`src/rtl/hack_pkg.sv`:
```
// Shared types for the Hack branch unit.
//   jmp_e   : encoding of the C-instruction jump field {j1,j2,j3}
//   state_e : branch unit run state (RUN / HALT)
package hack_pkg;

    typedef enum logic [2:0] {
        JNULL = 3'b000,
        JGT   = 3'b001,
        JEQ   = 3'b010,
        JGE   = 3'b011,
        JLT   = 3'b100,
        JNE   = 3'b101,
        JLE   = 3'b110,
        JMP   = 3'b111
    } jmp_e;

    typedef enum logic {
        RUN  = 1'b0,
        HALT = 1'b1
    } state_e;

endpackage

```
`src/rtl/hack_jump_cond.sv`:
```
// Combinational jump-condition decode for a Hack C-instruction.
// Ports:
//   jmp  - jump field {j1,j2,j3}
//   ng   - ALU output negative flag
//   zr   - ALU output zero flag
//   cond - high when the jump field's condition holds for the flags
module hack_jump_cond
    import hack_pkg::*;
(
    input  logic [2:0] jmp,
    input  logic       ng,
    input  logic       zr,
    output logic       cond
);

    always_comb begin
        cond = 1'b0;
        case (jmp)
            JNULL:   cond = 1'b0;
            JGT:     cond = ~ng & ~zr;
            JEQ:     cond = zr;
            JGE:     cond = ~ng;
            JLT:     cond = ng;
            JNE:     cond = ~zr;
            JLE:     cond = ng | zr;
            JMP:     cond = 1'b1;
            default: cond = 1'b0;
        endcase
    end

endmodule

```
`src/rtl/hack_branch_unit.sv`:
```
// Hack CPU program-counter / branch unit.
// Ports:
//   clk, rst  - clock (rising edge) and async active-high reset
//   en        - advance; when low all state holds and taken drops
//   is_c      - current instruction is a C-instruction
//   jmp       - jump field {j1,j2,j3}
//   ng, zr    - ALU negative / zero flags
//   tgt       - jump target (A register)
//   pc        - registered program counter
//   taken     - one-cycle pulse in the cycle after a taken jump
//   taken_cnt - saturating count of taken jumps
//   halted    - unit is in HALT (entered on an unconditional jump to self)
//
// state | meaning
// RUN   | normal fetch: pc advances or jumps whenever en is high
// HALT  | parked after "JMP to self"; only rst leaves
module hack_branch_unit
    import hack_pkg::*;
#(
    parameter int              PC_W     = 15,
    parameter int              CNT_W    = 16,
    parameter logic [PC_W-1:0] RESET_PC = '0
)
(
    input  logic             clk,
    input  logic             rst,
    input  logic             en,
    input  logic             is_c,
    input  logic [2:0]       jmp,
    input  logic             ng,
    input  logic             zr,
    input  logic [PC_W-1:0]  tgt,
    output logic [PC_W-1:0]  pc,
    output logic             taken,
    output logic [CNT_W-1:0] taken_cnt,
    output logic             halted
);

    logic             cond;
    logic             take;
    state_e           state_q, state_d;
    logic [PC_W-1:0]  pc_q, pc_d;
    logic             taken_q, taken_d;
    logic [CNT_W-1:0] cnt_q, cnt_d;

    hack_jump_cond u_jump_cond (
        .jmp  (jmp),
        .ng   (ng),
        .zr   (zr),
        .cond (cond)
    );

    assign take = en & is_c & cond & (state_q == RUN);

    always_comb begin
        state_d = state_q;
        pc_d    = pc_q;
        taken_d = 1'b0;
        cnt_d   = cnt_q;
        if ((state_q == RUN) && en) begin
            pc_d    = take ? tgt : pc_q + PC_W'(1);
            taken_d = take;
            if (take && (cnt_q != '1)) begin
                cnt_d = cnt_q + CNT_W'(1);
            end
            // Only the unconditional form of a self-jump parks the unit;
            // a conditional self-jump is a legitimate spin-wait.
            if (take && (jmp == JMP) && (tgt == pc_q)) begin
                state_d = HALT;
            end
        end
    end

    always_ff @(posedge clk or posedge rst) begin
        if (rst) begin
            state_q <= RUN;
            pc_q    <= RESET_PC;
            taken_q <= 1'b0;
            cnt_q   <= '0;
        end else begin
            state_q <= state_d;
            pc_q    <= pc_d;
            taken_q <= taken_d;
            cnt_q   <= cnt_d;
        end
    end

    assign pc        = pc_q;
    assign taken     = taken_q;
    assign taken_cnt = cnt_q;
    assign halted    = (state_q == HALT);

endmodule
```
`config.mk`:
```
export PLATFORM = sky130hd
export DESIGN_NAME = hack_branch_unit
export DESIGN_NICKNAME = d
export VERILOG_FILES = /design/src/rtl/hack_pkg.sv /design/src/rtl/hack_jump_cond.sv /design/src/rtl/hack_branch_unit.sv
export SDC_FILE = /design/constraint.sdc
export NUM_CORES = 1
export LEC_CHECK = 0
export CAP_MARGIN = 20
export CORE_ASPECT_RATIO = 0.7
export CORE_MARGIN = 3
export CORE_UTILIZATION = 41
export CTS_CLUSTER_DIAMETER = 120
export DETAILED_ROUTE_END_ITERATION = 10
export PLACE_DENSITY = 0.68
export SLEW_MARGIN = 20
export SYNTH_ARGS = -nofsm -noshare
export SYNTH_HDL_FRONTEND = slang
export SYNTH_SLANG_ARGS = --single-unit
```
`constraint.sdc`:
```
create_clock -name clk -period 3.5 [get_ports clk]
set_clock_uncertainty 0.1 [all_clocks]
set_input_delay 0.35 -clock clk [delete_from_list [all_inputs] [get_ports clk]]
set_output_delay 0.35 -clock clk [all_outputs]
set_load 0.01 [all_outputs]
```
==> flow_metrics.tcl, run 1 <==
set metrics [dict create \
    antenna-diode-count 0 \
    power_density_mw_per_mm2 537 \
    synth-xor-area-share_pct 10.4 \
    relSlewSlack_pct 62.0 \
    core_mm2 0.00453 \
    fillCellCount 422 \
    crit_slowest_cell "a32oi_4" \
    max_freq_ghz 0.405 \
    hpwl_mm 3.67 \
    multi_input_area_mm2 0.00110 \
    grt_pass1_vias 1648 \
    rr_startpoint "taken_cnt[0]" \
    overflow 0 \
    drtIter0Drc 142 \
    ff_latch_area_um2 826 \
    synthMuxAreaShare_pct 3.73 \
    finalPower_mw 1.45 \
    worstPathArrival_ns 2.53 \
    grt_pass1_wl_mm 8.31 \
    yosysSeqAreaShare_pct 41.0 \
    tightest_slew_ns 0.570 \
    hp-class "input port to asynchronous set/reset pin" \
    vias 1851 \
    cts-htree-levels 2 \
    ir_drop_v 0.000286 \
    synth_cell_types 36 \
    cpPeakStageDelay_ns 0.52 \
    startpoint_type "input port" \
    rsz0062_at_grt "no" \
    yosysWarningCount 0 \
    layout_commonest_cell "clkdlybuf4s50_1" \
    finalNetCount 296 \
    drtAntennaViolNets 0 \
    crit_type "input port to register" \
    synth_fp_nets 242 \
    ctsResizeCount 0 \
    syn-cell-area_mm2 0.00201 \
    critPathMaxFanout 31 \
    setup_tns_ns 0 \
    maxCapViolations 0 \
    cts_buffer_depth 2 \
    viasPerCell 5.49 \
    fp.dieW_um 89.8 \
    syn_area_per_cell_um2 9.33 \
    finalHoldViolations 0 \
    area_delta_synth_final_pct 34.2 \
    synth-seq-cells 33 \
    cts-hold-fix-buffers 0 \
    ff2ff_path_depth 5 \
    critical-path-top-delay-family "buffers and inverters" \
    status "finished clean" \
    clock_latency_ns 0.28 \
    rows 20 \
    gp_congestion 0.759 \
    layout_common_cells "clkdlybuf4s50_1 (56), dfrtp_1 (33), a21oi_1 (24)" \
    ioPinCount 57 \
    antenna_found_initial 0 \
    cts_tree "built" \
    post_cts_buffers 0 \
    wl_mm 5.00 \
    synth_fa_ha_area_share_pct 1.24 \
    die_area_mm2 0.00580 \
    clk_pin_slew_ns 0.07 \
    grt_usage_pct 17.9 \
    synth_compound_area_share_pct 18.0 \
    p_leak_nw 1.06 \
    cts_root_buf "clkbuf_8" \
    crit_chain "clkdlybuf4s50_1, mux2_2, a32oi_4, buf_4, nand2_1, nor4_1, nor3_1" \
    r2r_end "taken_cnt[1]" \
    routedWlPerCell_um 14.8 \
    final_core_util_pct 59.7 \
    dr.pass1.iters 4 \
    cts_num_sinks 33 \
    cp.required_ns 3.56 \
    setup_viol 0 \
    synth_simple_gate_area_share_pct 21.4 \
    synth_ff_type "dfrtp_1" \
    synthArstFlopShare_pct 100 \
    synth_edf_count 0 \
    dieHeight_um 64.6 \
    reg2reg_setup_slack_ns 1.21 \
    end_kind "register" \
    start_util_pct 44.5 \
    grt_max_degree 34 \
    min_period_over_period_pct 70.5 \
    critical_path_buf_inv_count 2 \
    drive_above_1_share_pct 7.38 \
    numPortBuffers 56 \
    syn_inst 216 \
    drv_slew 0 \
    min_period_ns 2.47 \
    synth_top_family_by_area "simple AND/OR/NAND/NOR gates" \
    drc 0 \
    cts_buffers 5 \
]
-- synth_stat cells (all sizes together), types with 3 or more instances --
library cell	count	area, µm²
nor4	3	18.8
o21ai	13	65.1
a2bb2oi	3	26.3
nand2b	4	25.0
xnor2	20	175
a21oi	24	120
clkbuf	8	31.3
nor3	3	15.0
a31oi	4	25.0
nand3	14	70.1
nor2	12	47.6
xor2	4	35.0
and4	4	35.0
dfrtp	33	826
buf	5	35.0
nand2	12	45.0
inv	5	18.8
nand4	15	93.8
mux2	4	45.0
mux2i	3	30.0
and3	9	56.3
-- worst max-delay path by stage --
| stage | startpoint | to | slack (ns) | depth (start not counted) |
|---|---|---|---|---|
| floorplan | taken_cnt[0] | taken_cnt[1] | 1.37 | 5 |
| global placement | ng | pc[14] | 0.84 | 7 |
| detailed placement | ng | pc[14] | 0.78 | 7 |
| CTS | ng | pc[14] | 1.08 | 7 |
| global route | ng | pc[14] | 0.91 | 7 |
| finish | ng | pc[14] | 1.03 | 7 |
-- power breakdown --
part	internal, mW	switching, mW	total [mW]
clock	0.138	0.141	0.279
combinational	0.317	0.241	0.559
sequential	0.469	0.146	0.615
-- layer usage --
| metal | track usage, % | routed length [µm] | up-vias |
|---|---|---|---|
| met5 | 0 | 0 | - |
| met4 | 4.02 | 41 | 0 |
| met3 | 4.52 | 333 | 5 |
| met2 | 27.5 | 2130 | 64 |
| met1 | 25.5 | 2490 | 876 |
| li1 | - | - | 906 |
-- tightest hold or removal path, stage by stage --
cell	delay, ns
clkdlybuf4s50_1	0.39
inv_1	0.05
buf_4	0.38
-- final cells by class --
cell class / instances / area share [%]
Multi-Input combinational cell: 165 / 40.8
Sequential cell: 33 / 30.5
Timing Repair Buffer: 60 / 21.8
Tap cell: 66 / 3.05
Clock buffer: 6 / 2.68
Inverter: 5 / 0.694
Clock inverter: 2 / 0.370
-- flip-flops by register name, summed over array words and instances, names as in the netlist --
signal,cells
taken_cnt,16
pc,15
taken,1
halted,1
-- cell families after synthesis --
| family | count (synthesis) |
|---|---|
| AND/OR/NAND/NOR | 80 |
| AO/OA/AOI/OAI | 52 |
| flip-flops | 33 |
| XOR/XNOR | 24 |
| buffers and inverters | 18 |
| multiplexers | 7 |
| adder cells (fa/ha/maj) | 2 |
-- per-stage QoR --
| step | std cells | hold slack [ns] | worst slack [ns] | cell area (µm²) |
|---|---|---|---|---|
| detailed placement | 329 | 0.406 | 0.778 | 2620 |
| global route | 337 | 0.411 | 0.911 | 2700 |
| CTS | 337 | 0.380 | 1.08 | 2700 |
| global placement | 329 | 0.385 | 0.841 | 2620 |
| floorplan | 216 | 0.379 | 1.37 | 2010 |
| finish | 337 | 0.361 | 1.03 | 2700 |
Note: power is estimated with default switching activity, not from simulation.
==> inputs of run 2 (changes only) <==
--- a/config.mk
+++ b/config.mk
@@ -11,7 +11,7 @@
 export CORE_UTILIZATION = 41
 export CTS_CLUSTER_DIAMETER = 120
 export DETAILED_ROUTE_END_ITERATION = 10
-export PLACE_DENSITY = 0.68
+export PLACE_DENSITY = 0.71
 export SLEW_MARGIN = 20
 export SYNTH_ARGS = -nofsm -noshare
 export SYNTH_HDL_FRONTEND = slang
==> constraint.sdc (replaced) <==
create_clock -name clk -period 2 [get_ports clk]
set_clock_uncertainty 0.1 [all_clocks]
set_input_delay 0.2 -clock clk [delete_from_list [all_inputs] [get_ports clk]]
set_output_delay 0.2 -clock clk [all_outputs]
set_load 0.01 [all_outputs]
==> flow_metrics.tcl, run 2 (same netlist as run 1, synthesis figures left out) <==
set metrics [dict create \
    drv_slew 0 \
    ir_drop_v 0.000619 \
    grt_pass1_wl_mm 9.03 \
    cts_num_sinks 33 \
    numPortBuffers 56 \
    largest_reg_flops 16 \
    tightest_slew_ns 0.443 \
    finalPower_mw 2.74 \
    start_util_pct 44.5 \
    placed_area_mm2 0.00281 \
    clk_pin_slew_ns 0.07 \
    finalInstanceArea_mm2 0.00293 \
    dieHeight_um 64.6 \
    end_kind "register" \
    grt_max_degree 35 \
    crit_top_cell "and3_4" \
    dp_cells 351 \
    cts_tree "built" \
    p_leak_nw 1.19 \
    cts_buffers 5 \
    finalNetCount 321 \
    grt_pass1_vias 1874 \
    clock_latency_ns 0.28 \
    stdcell_count 362 \
    layout_common_cells "clkdlybuf4s50_1 (56), dfrtp_1 (33), buf_4 (26)" \
    min_period_ns 1.95 \
    antenna_found_initial 0 \
    relSlewSlack_pct 70.5 \
    setup_tns_ns 0 \
    viasPerCell 5.45 \
    ff2ff_path_depth 6 \
    cts_root_buf "clkbuf_8" \
    drive_above_1_share_pct 16.6 \
    drtAntennaViolNets 0 \
    cp.required_ns 2.07 \
    max_freq_ghz 0.513 \
    maxCapViolations 0 \
    dr.pass1.iters 4 \
    r2r_end "taken_cnt[1]" \
    cpPeakStageDelay_ns 0.39 \
    worstPathArrival_ns 2.02 \
    cts-htree-levels 2 \
    gp_congestion 0.823 \
    rows 20 \
    drtIter0Drc 128 \
    drc 0 \
    fp.dieW_um 89.8 \
    reg2reg_setup_slack_ns 0.05 \
    setup_slack_ns 0.0509 \
    cts_buffer_depth 2 \
    power_density_mw_per_mm2 937 \
    crit_type "register to register" \
    startpoint_type "register" \
    crit_slowest_cell "dfrtp_1" \
    cts-hold-fix-buffers 0 \
    fillCellCount 374 \
    critPathMaxFanout 5 \
    antenna-diode-count 0 \
    layout_commonest_cell "clkdlybuf4s50_1" \
    finalHoldViolations 0 \
    final_core_util_pct 64.6 \
    core_mm2 0.00453 \
    status "finished clean" \
    routedWlPerCell_um 15.5 \
    hpwl_mm 4.07 \
    wl_mm 5.61 \
    whs_ns 0.206 \
    area_delta_synth_final_pct 45.3 \
    place_ws_ns -0.212 \
    rr_startpoint "taken_cnt[0]" \
    min_period_over_period_pct 97.5 \
    crit_chain "ha_2, and3_4, and3_4, a311oi_4, buf_6, mux2_4" \
    overflow 0 \
    hp-class "input port to asynchronous set/reset pin" \
    ioPinCount 57 \
    vias 1972 \
    setup_viol 0 \
    die_area_mm2 0.00580 \
    grt_usage_pct 19.3 \
]
[run 2: power by group]
group | leakage, nW | internal, mW | switching, mW | total, mW
sequential | 0.401 | 0.821 | 0.214 | 1.04
combinational | 0.746 | 0.683 | 0.534 | 1.22
clock | 0.0450 | 0.241 | 0.251 | 0.492
[run 2: worst max path at each step]
stage,to,start,cells after the start
finish,taken_cnt[1],taken_cnt[0],6
detailed placement,taken_cnt[1],ng,6
global placement,taken_cnt[1],ng,6
global route,taken_cnt[1],taken_cnt[0],6
CTS,taken_cnt[8],taken_cnt[1],7
floorplan,taken_cnt[1],taken_cnt[0],5
[run 2: cell type report]
type                            instances  area [µm²]  area share (%)
Tap cell                               66        82.6            2.82
Sequential cell                        33         826            28.2
Clock inverter                          2        10.0           0.342
Clock buffer                            6        72.6            2.48
Inverter                                5        18.8           0.641
Timing Repair Buffer                   85         792            27.1
Multi-Input combinational cell        165        1130            38.5
[run 2: routing by layer]
metal,vias up,GRT usage (%),share of wire (%)
li1,951,-,-
met1,954,27.7,52
met2,60,28.6,43
met3,7,4.52,5.0
met4,0,6.69,0.80
met5,-,0,0
[run 2: timing repair]
item                                    in CTS  in global routing
endpoints found under the setup margin       0                  6
setup buffers                                0                  2
resized for setup                            0                  3
[run 2: worst max-delay path: cells and delay by family (launching register included)]
| family | cells | cell delay [ns] |
|---|---|---|
| compound gates | 1 | 0.33 |
| fa+ha+maj | 1 | 0.21 |
| buf+inv | 1 | 0.17 |
| flops | 1 | 0.39 |
| mux | 1 | 0.29 |
| simple gates | 2 | 0.34 |
==> inputs of run 3 (changes only) <==
--- a/config.mk
+++ b/config.mk
@@ -8,10 +8,10 @@
 export CAP_MARGIN = 20
 export CORE_ASPECT_RATIO = 0.7
 export CORE_MARGIN = 3
-export CORE_UTILIZATION = 41
+export CORE_UTILIZATION = 33
 export CTS_CLUSTER_DIAMETER = 120
 export DETAILED_ROUTE_END_ITERATION = 10
-export PLACE_DENSITY = 0.71
+export PLACE_DENSITY = 0.68
 export SLEW_MARGIN = 20
 export SYNTH_ARGS = -nofsm -noshare
 export SYNTH_HDL_FRONTEND = slang
==> flow_metrics.tcl, run 3 (same netlist as run 1, synthesis figures left out) <==
set metrics [dict create \
    status "finished clean" \
    multi_input_area_mm2 0.00112 \
    finalPower_mw 2.91 \
    clock_latency_ns 0.29 \
    cts_buffer_depth 2 \
    ir_drop_v 0.000431 \
    hp-class "input port to asynchronous set/reset pin" \
    switching_share_pct 34.6 \
    drv_slew 0 \
    setup_viol 0 \
    dp_cells 360 \
    maxCapViolations 0 \
    fillCellCount 541 \
    clk_pin_slew_ns 0.07 \
    hpwl_mm 4.19 \
    crit_top_cell "and3_4" \
    area_delta_synth_final_pct 49.5 \
    combPwrFrac_pct 40.7 \
    drc 0 \
    placed_area_mm2 0.00285 \
    grt_max_degree 34 \
    drtIter0Drc 107 \
    core_mm2 0.00581 \
    startpoint_type "register" \
    end_kind "register" \
    min_period_ns 1.98 \
    finalHoldViolations 0 \
    cts_num_sinks 33 \
    cts_tree "built" \
    clkPwrFrac_pct 23.3 \
    finalNetCount 323 \
    crit_chain "ha_2, and3_4, and3_4, a311oi_4, buf_4, mux2_4" \
    stdcell_count 373 \
    cts-htree-levels 2 \
    finalInstanceArea_mm2 0.00301 \
    layout_common_cells "clkdlybuf4s50_1 (56), dfrtp_1 (33), buf_4 (28)" \
    layout_commonest_cell "clkdlybuf4s50_1" \
    dr.pass1.iters 4 \
    antenna-diode-count 0 \
    ff_latch_area_um2 826 \
    routedWlPerCell_um 15.0 \
    min_period_over_period_pct 98.8 \
    viasPerCell 5.16 \
    p_switching_mw 1.01 \
    crit_type "register to register" \
    final_core_util_pct 51.8 \
    overflow 0 \
    pwr-share-seq_pct 36.0 \
    grt_pass1_wl_mm 9.23 \
    max_freq_ghz 0.506 \
    drive_above_1_share_pct 17.4 \
    tightest_slew_ns 0.439 \
    die_area_mm2 0.00709 \
    ioPinCount 57 \
    cts_root_buf "clkbuf_8" \
    largest_reg_flops 16 \
    cts_buffers 5 \
    numPortBuffers 56 \
    gp_congestion 0.786 \
    worstPathArrival_ns 2.06 \
    grt_pass1_vias 1848 \
    relSlewSlack_pct 70.7 \
    antenna_found_initial 0 \
    rows 23 \
    whs_ns 0.192 \
    power_density_mw_per_mm2 966 \
    drtAntennaViolNets 0 \
    critPathMaxFanout 3 \
    crit_slowest_cell "dfrtp_1" \
    power.internal_mw 1.90 \
    grt_usage_pct 16.5 \
    p_leak_nw 1.22 \
    vias 1924 \
    dieHeight_um 71.4 \
    cp.required_ns 2.09 \
    cpPeakStageDelay_ns 0.40 \
    start_util_pct 34.7 \
    rsz0062_at_grt "yes" \
    fp.dieW_um 99.4 \
    wl_mm 5.61 \
]
run 3: what timing repair did:
item | 4_1_cts | 5_1_grt
pin swaps | 2 | 2
gates resized for setup | 1 | 2
endpoints found under the setup margin | 4 | 7
hold buffers | 0 | 0
buffers inserted | 3 | 2
run 3: final timing paths:
path                            cells after the start  slack, ns      endpoint         start
worst max-delay path                                6       0.02  taken_cnt[1]  taken_cnt[0]
worst min register to register                      1       0.41  taken_cnt[9]  taken_cnt[9]
max in group asynchronous                           3       1.29        halted           rst
worst max register to register                      6       0.02  taken_cnt[1]  taken_cnt[0]
min in group clk                                    1       0.41  taken_cnt[9]  taken_cnt[9]
worst min-delay path                                3       0.19  taken_cnt[8]           rst
run 3: layer usage:
| layer | GRT usage [%] | vias to the layer above | wire length [µm] |
|---|---|---|---|
| met5 | 0 | - | 0 |
| met4 | 6.67 | 0 | 79 |
| met3 | 4.18 | 10 | 415 |
| met2 | 23.3 | 68 | 2370 |
| met1 | 24.0 | 898 | 2750 |
| li1 | - | 948 | - |
run 3: per-stage QoR:
stage                     setup WS (ns)  TNS (ns)
after floorplan                 0.00114         0
after global placement           -0.199     -3.05
after detailed placement         -0.237     -4.14
after CTS                      -0.00610  -0.00610
after global routing            -0.0294   -0.0524
final                            0.0233         0
run 3: critical path: cells and delay by family (launching register included):
| family | cells | cell delay (ns) |
|---|---|---|
| simple gates | 2 | 0.38 |
| flops | 1 | 0.40 |
| compound gates | 1 | 0.31 |
| fa+ha+maj | 1 | 0.21 |
| buf+inv | 1 | 0.18 |
| mux | 1 | 0.29 |
run 3: power groups by stage:
| stage | Sequential, mW | Combinational (mW) | Clock (mW) |
|---|---|---|---|
| 3_5_place_dp | 1.05 | 1.16 | 0 |
| 5_1_grt | 1.08 | 1.29 | 0.717 |
| 2_1_floorplan | 1.08 | 0.512 | 0 |
| 6_report | 1.05 | 1.18 | 0.679 |
| 4_1_cts | 1.05 | 1.19 | 0.693 |
| 3_3_place_gp | 1.04 | 1.13 | 0 |
run 3: cell type report:
cell class,count,area share [%]
Inverter,5,0.623
Clock buffer,6,2.74
Timing Repair Buffer,87,27.6
Tap cell,75,3.12
Clock inverter,2,1.25
Sequential cell,33,27.4
Multi-Input combinational cell,165,37.3
